===== src/rtl/l1_load_store_unit_if.sv =====
// l1_load_store_unit_if
// Bundles the core request/response handshake and the L1 data memory port
// of the load/store unit.
//   req_*  : core request (valid/ready, store flag, size, signedness, address, store data)
//   resp_* : one-cycle response pulse with extended load data and error flag
//   mem_*  : word-addressed memory port (combinational read, masked synchronous write, stall)
// Modports:
//   slave  : the load/store unit itself
//   master : the environment (core request source plus memory)
interface l1_load_store_unit_if #(
    parameter int ADDR_WIDTH = 32
);
    logic                  req_valid;
    logic                  req_ready;
    logic                  req_we;
    logic [1:0]            req_size;
    logic                  req_unsigned;
    logic [ADDR_WIDTH-1:0] req_addr;
    logic [31:0]           req_wdata;

    logic                  resp_valid;
    logic [31:0]           resp_rdata;
    logic                  resp_err;

    logic                  mem_read_en;
    logic [ADDR_WIDTH-1:0] mem_read_addr;
    logic                  mem_write_en;
    logic [ADDR_WIDTH-1:0] mem_write_addr;
    logic [3:0]            mem_write_mask;
    logic [31:0]           mem_write_data;
    logic [31:0]           mem_read_data;
    logic                  mem_stall;

    modport slave (
        input  req_valid, req_we, req_size, req_unsigned, req_addr, req_wdata,
        output req_ready,
        output resp_valid, resp_rdata, resp_err,
        output mem_read_en, mem_read_addr, mem_write_en, mem_write_addr,
        output mem_write_mask, mem_write_data,
        input  mem_read_data, mem_stall
    );

    modport master (
        output req_valid, req_we, req_size, req_unsigned, req_addr, req_wdata,
        input  req_ready,
        input  resp_valid, resp_rdata, resp_err,
        input  mem_read_en, mem_read_addr, mem_write_en, mem_write_addr,
        input  mem_write_mask, mem_write_data,
        output mem_read_data, mem_stall
    );
endinterface


===== src/rtl/l1_load_store_unit.sv =====
// l1_load_store_unit
// Converts core byte/half/word loads and stores at any alignment into
// word-aligned memory accesses with byte write masks. Accesses that cross a
// word boundary are split into a low-word and a high-word access; load data
// from both words is merged, shifted down and sign/zero-extended.
// Ports:
//   clk     : single clock, all state changes on the rising edge
//   reset_n : synchronous active-low reset
//   bus     : request/response handshake and memory port (slave modport)
// Parameters:
//   ADDR_WIDTH    : byte address width
//   MISALIGNED_EN : 1 = split word-crossing accesses, 0 = reject them with resp_err
module l1_load_store_unit #(
    parameter int ADDR_WIDTH    = 32,
    parameter bit MISALIGNED_EN = 1'b1
) (
    input logic                  clk,
    input logic                  reset_n,
    l1_load_store_unit_if.slave  bus
);

    typedef enum logic [1:0] {IDLE, ACC_LO, ACC_HI, RESP} state_t;

    state_t                state;
    logic                  r_we;
    logic [1:0]            r_size;
    logic                  r_uns;
    logic [1:0]            r_off;
    logic                  r_cross;
    logic [ADDR_WIDTH-1:0] r_word_addr;
    logic [7:0]            r_mask8;
    logic [63:0]           r_shift;
    logic [31:0]           r_lo;

    // Request decode, only meaningful while IDLE
    logic [1:0]            req_off;
    logic [2:0]            req_bytes;
    logic [3:0]            req_size_mask;
    logic                  req_cross;
    logic                  req_bad;
    logic [ADDR_WIDTH-1:0] req_word_addr;
    logic [7:0]            req_mask8;
    logic [63:0]           req_shift;
    logic [ADDR_WIDTH-1:0] hi_word_addr;

    always_comb begin
        req_off = bus.req_addr[1:0];
        case (bus.req_size)
            2'd0:    begin req_bytes = 3'd1; req_size_mask = 4'h1; end
            2'd1:    begin req_bytes = 3'd2; req_size_mask = 4'h3; end
            default: begin req_bytes = 3'd4; req_size_mask = 4'hF; end
        endcase
        req_cross     = ({1'b0, req_off} + req_bytes) > 3'd4;
        req_bad       = (bus.req_size == 2'd3) || (req_cross && !MISALIGNED_EN);
        req_word_addr = {bus.req_addr[ADDR_WIDTH-1:2], 2'b00};
        req_mask8     = {4'h0, req_size_mask} << req_off;
        req_shift     = {32'h0, bus.req_wdata} << {req_off, 3'b000};
        // Wraps modulo 2^ADDR_WIDTH at the top of the address space
        hi_word_addr  = r_word_addr + ADDR_WIDTH'(4);
    end

    // Align the merged {hi,lo} words down to the access offset, then extend
    function automatic logic [31:0] extract(input logic [63:0] words,
                                            input logic [1:0]  off,
                                            input logic [1:0]  size,
                                            input logic        uns);
        logic [63:0] s;
        logic [31:0] r;
        s = words >> {off, 3'b000};
        case (size)
            2'd0:    r = uns ? {24'h0, s[7:0]}  : {{24{s[7]}},  s[7:0]};
            2'd1:    r = uns ? {16'h0, s[15:0]} : {{16{s[15]}}, s[15:0]};
            default: r = s[31:0];
        endcase
        return r;
    endfunction

    always_ff @(posedge clk) begin
        if (!reset_n) begin
            state              <= IDLE;
            bus.req_ready      <= 1'b1;
            bus.resp_valid     <= 1'b0;
            bus.resp_rdata     <= '0;
            bus.resp_err       <= 1'b0;
            bus.mem_read_en    <= 1'b0;
            bus.mem_read_addr  <= '0;
            bus.mem_write_en   <= 1'b0;
            bus.mem_write_addr <= '0;
            bus.mem_write_mask <= '0;
            bus.mem_write_data <= '0;
            r_we               <= 1'b0;
            r_size             <= '0;
            r_uns              <= 1'b0;
            r_off              <= '0;
            r_cross            <= 1'b0;
            r_word_addr        <= '0;
            r_mask8            <= '0;
            r_shift            <= '0;
            r_lo               <= '0;
        end else begin
            case (state)
                IDLE: begin
                    if (bus.req_valid) begin
                        r_we          <= bus.req_we;
                        r_size        <= bus.req_size;
                        r_uns         <= bus.req_unsigned;
                        r_off         <= req_off;
                        r_cross       <= req_cross;
                        r_word_addr   <= req_word_addr;
                        r_mask8       <= req_mask8;
                        r_shift       <= req_shift;
                        bus.req_ready <= 1'b0;
                        if (req_bad) begin
                            state          <= RESP;
                            bus.resp_valid <= 1'b1;
                            bus.resp_err   <= 1'b1;
                            bus.resp_rdata <= '0;
                        end else begin
                            state <= ACC_LO;
                            if (bus.req_we) begin
                                bus.mem_write_en   <= 1'b1;
                                bus.mem_write_addr <= req_word_addr;
                                bus.mem_write_mask <= req_mask8[3:0];
                                bus.mem_write_data <= req_shift[31:0];
                            end else begin
                                bus.mem_read_en   <= 1'b1;
                                bus.mem_read_addr <= req_word_addr;
                            end
                        end
                    end
                end

                ACC_LO: begin
                    if (!bus.mem_stall) begin
                        r_lo <= bus.mem_read_data;
                        if (r_cross) begin
                            // Strobes stay asserted; only address/lanes move to the next word
                            state <= ACC_HI;
                            if (r_we) begin
                                bus.mem_write_addr <= hi_word_addr;
                                bus.mem_write_mask <= r_mask8[7:4];
                                bus.mem_write_data <= r_shift[63:32];
                            end else begin
                                bus.mem_read_addr <= hi_word_addr;
                            end
                        end else begin
                            state              <= RESP;
                            bus.mem_read_en    <= 1'b0;
                            bus.mem_read_addr  <= '0;
                            bus.mem_write_en   <= 1'b0;
                            bus.mem_write_addr <= '0;
                            bus.mem_write_mask <= '0;
                            bus.mem_write_data <= '0;
                            bus.resp_valid     <= 1'b1;
                            bus.resp_err       <= 1'b0;
                            bus.resp_rdata     <= r_we ? 32'h0 :
                                extract({32'h0, bus.mem_read_data}, r_off, r_size, r_uns);
                        end
                    end
                end

                ACC_HI: begin
                    if (!bus.mem_stall) begin
                        state              <= RESP;
                        bus.mem_read_en    <= 1'b0;
                        bus.mem_read_addr  <= '0;
                        bus.mem_write_en   <= 1'b0;
                        bus.mem_write_addr <= '0;
                        bus.mem_write_mask <= '0;
                        bus.mem_write_data <= '0;
                        bus.resp_valid     <= 1'b1;
                        bus.resp_err       <= 1'b0;
                        bus.resp_rdata     <= r_we ? 32'h0 :
                            extract({bus.mem_read_data, r_lo}, r_off, r_size, r_uns);
                    end
                end

                RESP: begin
                    state          <= IDLE;
                    bus.req_ready  <= 1'b1;
                    bus.resp_valid <= 1'b0;
                    bus.resp_err   <= 1'b0;
                    bus.resp_rdata <= '0;
                end

                default: state <= IDLE;
            endcase
        end
    end

endmodule


===== src/flat_wrapper.sv =====
// flat-port wrapper written by rule: the top's interface ports become plain ports
module l1_load_store_unit_flat 
#(
    parameter int ADDR_WIDTH    = 32,
    parameter bit MISALIGNED_EN = 1'b1
)
  (clk, reset_n, bus_req_valid, bus_req_we, bus_req_size, bus_req_unsigned, bus_req_addr, bus_req_wdata, bus_req_ready, bus_resp_valid, bus_resp_rdata, bus_resp_err, bus_mem_read_en, bus_mem_read_addr, bus_mem_write_en, bus_mem_write_addr, bus_mem_write_mask, bus_mem_write_data, bus_mem_read_data, bus_mem_stall);
  l1_load_store_unit_if #(.ADDR_WIDTH(ADDR_WIDTH)) bus_i ();
  input logic clk;
  input logic reset_n;
  input wire logic [$bits(bus_i.req_valid)-1:0] bus_req_valid;
  input wire logic [$bits(bus_i.req_we)-1:0] bus_req_we;
  input wire logic [$bits(bus_i.req_size)-1:0] bus_req_size;
  input wire logic [$bits(bus_i.req_unsigned)-1:0] bus_req_unsigned;
  input wire logic [$bits(bus_i.req_addr)-1:0] bus_req_addr;
  input wire logic [$bits(bus_i.req_wdata)-1:0] bus_req_wdata;
  output wire logic [$bits(bus_i.req_ready)-1:0] bus_req_ready;
  output wire logic [$bits(bus_i.resp_valid)-1:0] bus_resp_valid;
  output wire logic [$bits(bus_i.resp_rdata)-1:0] bus_resp_rdata;
  output wire logic [$bits(bus_i.resp_err)-1:0] bus_resp_err;
  output wire logic [$bits(bus_i.mem_read_en)-1:0] bus_mem_read_en;
  output wire logic [$bits(bus_i.mem_read_addr)-1:0] bus_mem_read_addr;
  output wire logic [$bits(bus_i.mem_write_en)-1:0] bus_mem_write_en;
  output wire logic [$bits(bus_i.mem_write_addr)-1:0] bus_mem_write_addr;
  output wire logic [$bits(bus_i.mem_write_mask)-1:0] bus_mem_write_mask;
  output wire logic [$bits(bus_i.mem_write_data)-1:0] bus_mem_write_data;
  input wire logic [$bits(bus_i.mem_read_data)-1:0] bus_mem_read_data;
  input wire logic [$bits(bus_i.mem_stall)-1:0] bus_mem_stall;
  assign bus_i.req_valid = bus_req_valid;
  assign bus_i.req_we = bus_req_we;
  assign bus_i.req_size = bus_req_size;
  assign bus_i.req_unsigned = bus_req_unsigned;
  assign bus_i.req_addr = bus_req_addr;
  assign bus_i.req_wdata = bus_req_wdata;
  assign bus_req_ready = bus_i.req_ready;
  assign bus_resp_valid = bus_i.resp_valid;
  assign bus_resp_rdata = bus_i.resp_rdata;
  assign bus_resp_err = bus_i.resp_err;
  assign bus_mem_read_en = bus_i.mem_read_en;
  assign bus_mem_read_addr = bus_i.mem_read_addr;
  assign bus_mem_write_en = bus_i.mem_write_en;
  assign bus_mem_write_addr = bus_i.mem_write_addr;
  assign bus_mem_write_mask = bus_i.mem_write_mask;
  assign bus_mem_write_data = bus_i.mem_write_data;
  assign bus_i.mem_read_data = bus_mem_read_data;
  assign bus_i.mem_stall = bus_mem_stall;
  l1_load_store_unit #(.ADDR_WIDTH(ADDR_WIDTH), .MISALIGNED_EN(MISALIGNED_EN)) u_core (.clk(clk), .reset_n(reset_n), .bus(bus_i));
endmodule

===== config.mk =====
export PLATFORM = sky130hd
export DESIGN_NAME = l1_load_store_unit_flat
export DESIGN_NICKNAME = d
export VERILOG_FILES = /design/src/rtl/l1_load_store_unit_if.sv /design/src/rtl/l1_load_store_unit.sv /design/src/flat_wrapper.sv
export SDC_FILE = /design/constraint.sdc
export NUM_CORES = 1
export LEC_CHECK = 0
export CAP_MARGIN = 15
export CORE_AREA = 2 2 105 209
export DETAILED_ROUTE_END_ITERATION = 10
export DIE_AREA = 0 0 107 211
export GPL_TIMING_DRIVEN = 0
export PLACE_DENSITY_LB_ADDON = 0.1
export SETUP_SLACK_MARGIN = 0.4
export SKIP_LAST_GASP = 1
export SLEW_MARGIN = 40
export SYNTH_ARGS = -nofsm -noshare
export SYNTH_HDL_FRONTEND = slang
export SYNTH_SLANG_ARGS = --single-unit

===== constraint.sdc =====
create_clock -name clk -period 3.86 [get_ports clk]
set_input_delay 1.158 -clock clk [delete_from_list [all_inputs] [get_ports clk]]
set_output_delay 1.158 -clock clk [all_outputs]
set_load 0.005 [all_outputs]

Yosys cells after proc, flatten, opt, wreduce, memory -nomap -nowiden:

Index checks and enable logic that the tools add are counted.

* output and inout bits: 137
* bits of input ports: 104
* register bits after elaboration: 280
* word-level logic and storage cells: 130

* $lt $le $gt $ge: 1
* muxes and demuxes: 72
* equal/unequal tests: 16
* shift-type cells: 4
* bitwise gates (word level): 1
* reductions and logical operators: 14
* add/subtract/negate cells: 2

Operators with widths (number)
* 32-bit 2-to-1 mux: 30
* 32-bit one-hot mux with 3 select lines: 3
* 32-bit one-hot mux with 2 select lines: 2
* 32-bit one-hot mux with 4 select lines: 1
* 32-bit by 5-bit left shift with 64-bit output: 1
* 64-bit by 5-bit >> shifter with 32-bit output: 1
* 32-bit by 3-bit adder with 32-bit output, second input constant: 1
* 32-bit by 5-bit >> shifter with 32-bit output: 1
* 4-bit 2-to-1 mux: 7
* 7-bit AND reduction: 4
* 1-bit 2-to-1 mux: 16
* 2-bit != test, second input constant: 7
* 4-bit one-hot mux with 3 select lines: 1
* 2-bit 2-to-1 mux: 4
* 1-bit one-hot mux with 4 select lines: 2
* 2-bit one-hot mux with 4 select lines: 1
* 4-bit one-hot mux with 2 select lines: 1
* 4-bit by 2-bit left shift with 8-bit output: 1
* 2-bit by 1-bit equality test with 1-bit output, second input constant: 3
* 2-bit equality test, second input constant: 3
* 2-bit logical NOT: 3
* 1-bit one-hot mux with 3 select lines: 2
* 3-bit one-hot mux with 2 select lines: 1
* 2-bit AND reduction: 3
* 11 further kinds: 11

Longest topological paths before layout:

* word-level depth: 7
* mapped depth: 10
* mapped depth without buffers: 7

Worst setup path before layout:

Ideal clock, no wire load.

* path type: input-to-reg
* from: input port bus_req_size[0]
* to: register u_core.bus.mem_write_addr[16]
* buffers on the path: 3
* arrival time: 2.700 ns
* stages on the path: 7
* setup slack: 1.040 ns
* setup time: 0.120 ns
* required time: 3.740 ns
* cells stage by stage: clkbuf_1 -> a21bo_1 -> a2111oi_4 -> o21ai_1 -> buf_2 -> clkbuf_1 -> o31a_1

* cells in the longest elaborated chain, start to end: 3

Ends and longest elaborated chain
* start, declared: line flat_wrapper.sv:13 `input wire logic [$bits(bus_i.req_size)-1:0] bus_req_size;`
* 2-bit equality test: line l1_load_store_unit.sv:54 `req_bad = (bus.req_size == 2'd3) || (req_cross && !MISALIGNED_EN);`
* 2-bit != test (no source line)
* 7-bit AND reduction (no source line)
* end signal, assigned: line l1_load_store_unit.sv:122 `bus.mem_write_addr <= req_word_addr;`
* end signal, assigned: line l1_load_store_unit.sv:140 `bus.mem_write_addr <= hi_word_addr;`
* end, declared: line l1_load_store_unit_if.sv:38 `output mem_read_en, mem_read_addr, mem_write_en, mem_write_addr,`

No other way between the ends.
A chain may end at the register's enable or synchronous reset.

Worst setup path after layout:

* from: register u_core.state[1]
* to: register u_core.bus.mem_write_addr[2]

* cells in the longest elaborated chain, start to end: 3
* elaborated cells between the ends (all ways): 12
* those cells by class: eq/ne (8); mux (1); reduce/logical (3)

Ends and longest elaborated chain
* start, declared: line l1_load_store_unit.sv:24 `state_t state;`
* start signal, assigned: line l1_load_store_unit.sv:80 `state <= IDLE;`
* start signal, assigned: line l1_load_store_unit.sv:114 `state <= RESP;`
* start signal, assigned: line l1_load_store_unit.sv:119 `state <= ACC_LO;`
* 2-bit by 1-bit equality test with 1-bit output, or another cell as far along: line l1_load_store_unit.sv:101 `case (state)`
* 3-bit by 2-bit != test with 1-bit output (no source line), or another cell as far along
* 7-bit AND reduction (no source line)

Parallel ways exist; a longest one is shown, timed or not.

==> results <==
-- routing by layer --
metal  part of all wire  vias to the layer above
li1                   -                     5664
met3              0.076                      380
met4               0.14                        0
met2               0.50                      974
met5                  0                        -
met1               0.28                     5963
-- per-stage QoR --
| step | total power (µW) | setup TNS, ns | worst slack (ns) | instance area (µm²) |
|---|---|---|---|---|
| floorplan | 6140 | 0 | 1.04 | 11600 |
| global placement | 8500 | -0.953 | -0.178 | 14300 |
| detailed placement | 8630 | -0.346 | -0.198 | 14300 |
| CTS | 11000 | 0 | 0.477 | 15100 |
| global route | 11600 | 0 | 0.400 | 15100 |
| finish | 11300 | 0 | 0.370 | 15100 |
-- sequential cells by signal (all words and copies together), names as in the netlist --
register,flops
u_core.bus.mem_read_addr,30
u_core.bus.mem_read_en,1
u_core.bus.mem_write_addr,30
u_core.bus.mem_write_data,32
u_core.bus.mem_write_en,1
u_core.bus.mem_write_mask,4
u_core.bus.req_ready,1
u_core.bus.resp_err,1
u_core.bus.resp_rdata,32
u_core.bus.resp_valid,1
u_core.r_cross,1
u_core.r_lo,32
u_core.r_mask8,3
u_core.r_off,2
u_core.r_shift,24
u_core.r_size,2
u_core.r_uns,1
u_core.r_we,1
u_core.r_word_addr,30
u_core.state,2
-- worst paths after layout --
check / slack (ns) / cells after the start / startpoint / end
worst max-delay path: 0.37 / 8 / u_core.state[1]$_SDFFE_PN0P_ / u_core.bus.mem_write_addr[2]$_SDFFE_PN0P_
worst max register to register: 0.37 / 8 / u_core.state[1]$_SDFFE_PN0P_ / u_core.bus.mem_write_addr[2]$_SDFFE_PN0P_
worst min-delay path: 0.45 / 2 / u_core.r_lo[7]$_SDFFE_PN0P_ / u_core.r_lo[7]$_SDFFE_PN0P_
worst min register to register: 0.45 / 2 / u_core.r_lo[7]$_SDFFE_PN0P_ / u_core.r_lo[7]$_SDFFE_PN0P_
-- synth_stat cells (all sizes together) (8+ instances only) --
cell type and count:
a211o 16, a211oi 46, a21oi 143, a221oi 9
a22oi 11, a2bb2oi 14, a31oi 22, and4 8
buf 39, clkbuf 89, dfxtp 231, inv 16
mux2 34, mux2i 58, nand2 199, nand2b 17
nand3 26, nand4 13, nor2 136, nor2b 31
nor3 39, nor4 11, o21a 10, o21ai 86
o2bb2ai 9, o31a 8, or3 9, xnor2 12
-- cell families after synthesis --
logic type	count (synthesis)	share of synthesized area
flip-flops	231	0.398
buffers and inverters	145	0.0518
adder cells (fa/ha/maj)	8	0.00927
multiplexers	95	0.0888
AND/OR/NAND/NOR	510	0.199
other	1	0.000323
XOR/XNOR	13	0.00981
AO/OA/AOI/OAI	431	0.242
-- cell type report --
cell class / count / area (µm²)
multi-input combinational: 1061 / 6430
fill: 1599 / 5790
sequential: 231 / 4620
timing repair buffer: 237 / 2360
clock buffer: 27 / 598
buffer: 128 / 541
tap: 269 / 337
clock inverter: 11 / 174
inverter: 17 / 63.8
-- report_power, final --
| group | total (µW) | internal [µW] | switching (µW) |
|---|---|---|---|
| combinational | 5340 | 2160 | 3180 |
| clock | 2390 | 1370 | 1020 |
| sequential | 3550 | 3050 | 495 |
-- repair_timing --
action	in CTS	in global routing
gates resized for setup	1	6
endpoints found under the setup margin	1	10
hold endpoints to repair	0	0
gates cloned	0	0
-- worst register-to-register path, stage by stage (launching register included) --
cell      delay (ns)
dfxtp_1         0.42
inv_1           0.10
ha_1            0.38
clkbuf_1        0.60
clkbuf_1        0.69
clkbuf_1        0.64
o22ai_1         0.24
nor2_1          0.22
nor3_1          0.07
==> summary.md <==
| Metric | Value |
|---|---|
| Layout cells sized above 1 | 0.0730 |
| CTS tree | done |
| Post-synth EDFFs | 0 |
| Reg clk slew, reported paths | approximately 0.07 ns |
| Post-DR wirelength/cell | between 20 and 30 µm |
| Num CTS Buffers | 21 |
| Slew Viols, Final | 0 |
| Kind of critical path | flip-flop to flip-flop |
| Predominant post-synthesis flop cell | dfxtp_1 |
| Outcome | finished, final reports clean |
| Sequential share of the synthesized area | 0.398 |
| Vias/cell | ~6.6 |
| Vias in the first global route | about 13,000 |
| Max FO, Critical Path | 10 |
| Rows | 75 |
| Die area | around 0.023 mm² |
| Worst-skew pair later-pin latency | between 0.5 and 0.6 ns |
| Total of warnings raised by yosys | 0 |
| CP dominant cell by count | clkbuf_1 |
| Global-route wire length before repair | 74.9 mm |
| Relative slew slack | 0.416 |
| Worst-Margin Slew | about 0.85 ns |
| Worst hold path type | flip-flop to flip-flop |
| Commonest non-fill, non-tap cell in the layout | clkdlybuf4s50_1 |
| Antenna diodes | 0 |
| Port Buffer Count | 235 |
| Max-Cap Viols | 0 |
| Worst hold margin | 0.453 ns |
| CP delay by family, top | buffers and inverters |
| Final hold viol count | 0 |
| Antenna violations before repair | 0 |
| Nets | roughly 1,800 |
| # hold bufs at CTS | 0 |
| Area share of the largest cell type after synthesis | 0.398 |
| Syn avg cell area | between 8 and 9 µm² |
| Die span in y | 211 µm |
| GR peak layer | met2 |
| First-pass DRT Iterations | 8 |
| Synth top area cells | dfxtp_1, nand2_1, a21oi_1 |
| H-tree Lvls | 1 |
| GRT Overall Usage | 0.447 |
| Met3 Resource Use GR | 0.0932 |
| Startpoint Class | flip-flop |
| FMAX | approximately 290 MHz |
| Cell Pwr Density | between 700 and 800 mW/mm² |
| Max incr delay on CP | 0.68 ns |
| DR vias | between 10,000 and 15,000 |
| Grt met1 use | 0.364 |
| Most frequent cells in the layout | clkdlybuf4s50_1, dfxtp_1, nand2_1 |
| Skew final | between 0.01 and 0.015 ns |
| Cell taking the most area after synthesis | dfxtp_1 |
| RSZ-0062 raised after global routing | false |
| CP Data Required Time | approximately 4.3 ns |
| Pleak | between 0.005 and 0.006 µW |
| CTS max path bufs | 3 |
| Core Area | 0.0209 mm² |
| Synth Register Bits | 231 |
| Layout area overhead | 30.4% |
| Post-Layout Cell Count | between 1,500 and 2,000 |
| Crit path cell chain | inv_1 -> ha_1 -> clkbuf_1 -> clkbuf_1 -> clkbuf_1 -> o22ai_1 -> nor2_1 -> nor3_1 |
| Total Wirelength | slightly above 50 mm |
| Post-route ant nets | 0 |
| Final setup violation count | 0 |
| Final Core Density | 0.723 |
| Cells after Synth | 1,434 |
| Initial Util | 0.555 |
| Inst Count DP | 1,943 |
| Crit path time final | roughly 3.5 ns |
| Clk sinks | 231 |
| Netlist cell types | between 60 and 70 |
| Num ports | 241 |
| Async S/R FF share, synth | 0 |
| Met2 Track Usage GR | 0.797 |
| Setup crit end kind | flip-flop |
| Hpwl dp | approximately 40 mm |
| Die Width | approximately 110 µm |
| Largest net degree at the start of global routing | 17 |
| Buf/Inv on CP | 4 |
| Peak supply drop | approximately 0.61 mV |
| Slowest-stage cell, CP | clkbuf_1 |
| Grt ovf | 0 |
| Post-CTS Setup Inserts | 0 |
| Mapped cell area | ~0.012 mm² |
| Final Cycle Share | 0.904 |
| Worst EP arrival | slightly below 4 ns |
| CTS Root Cell | clkbuf_16 |
| Drt drc | 0 |
| Gpl congestion | 1.02 |
| Initial DRC count | approximately 1,100 |
(Power assumes the default switching activity.)
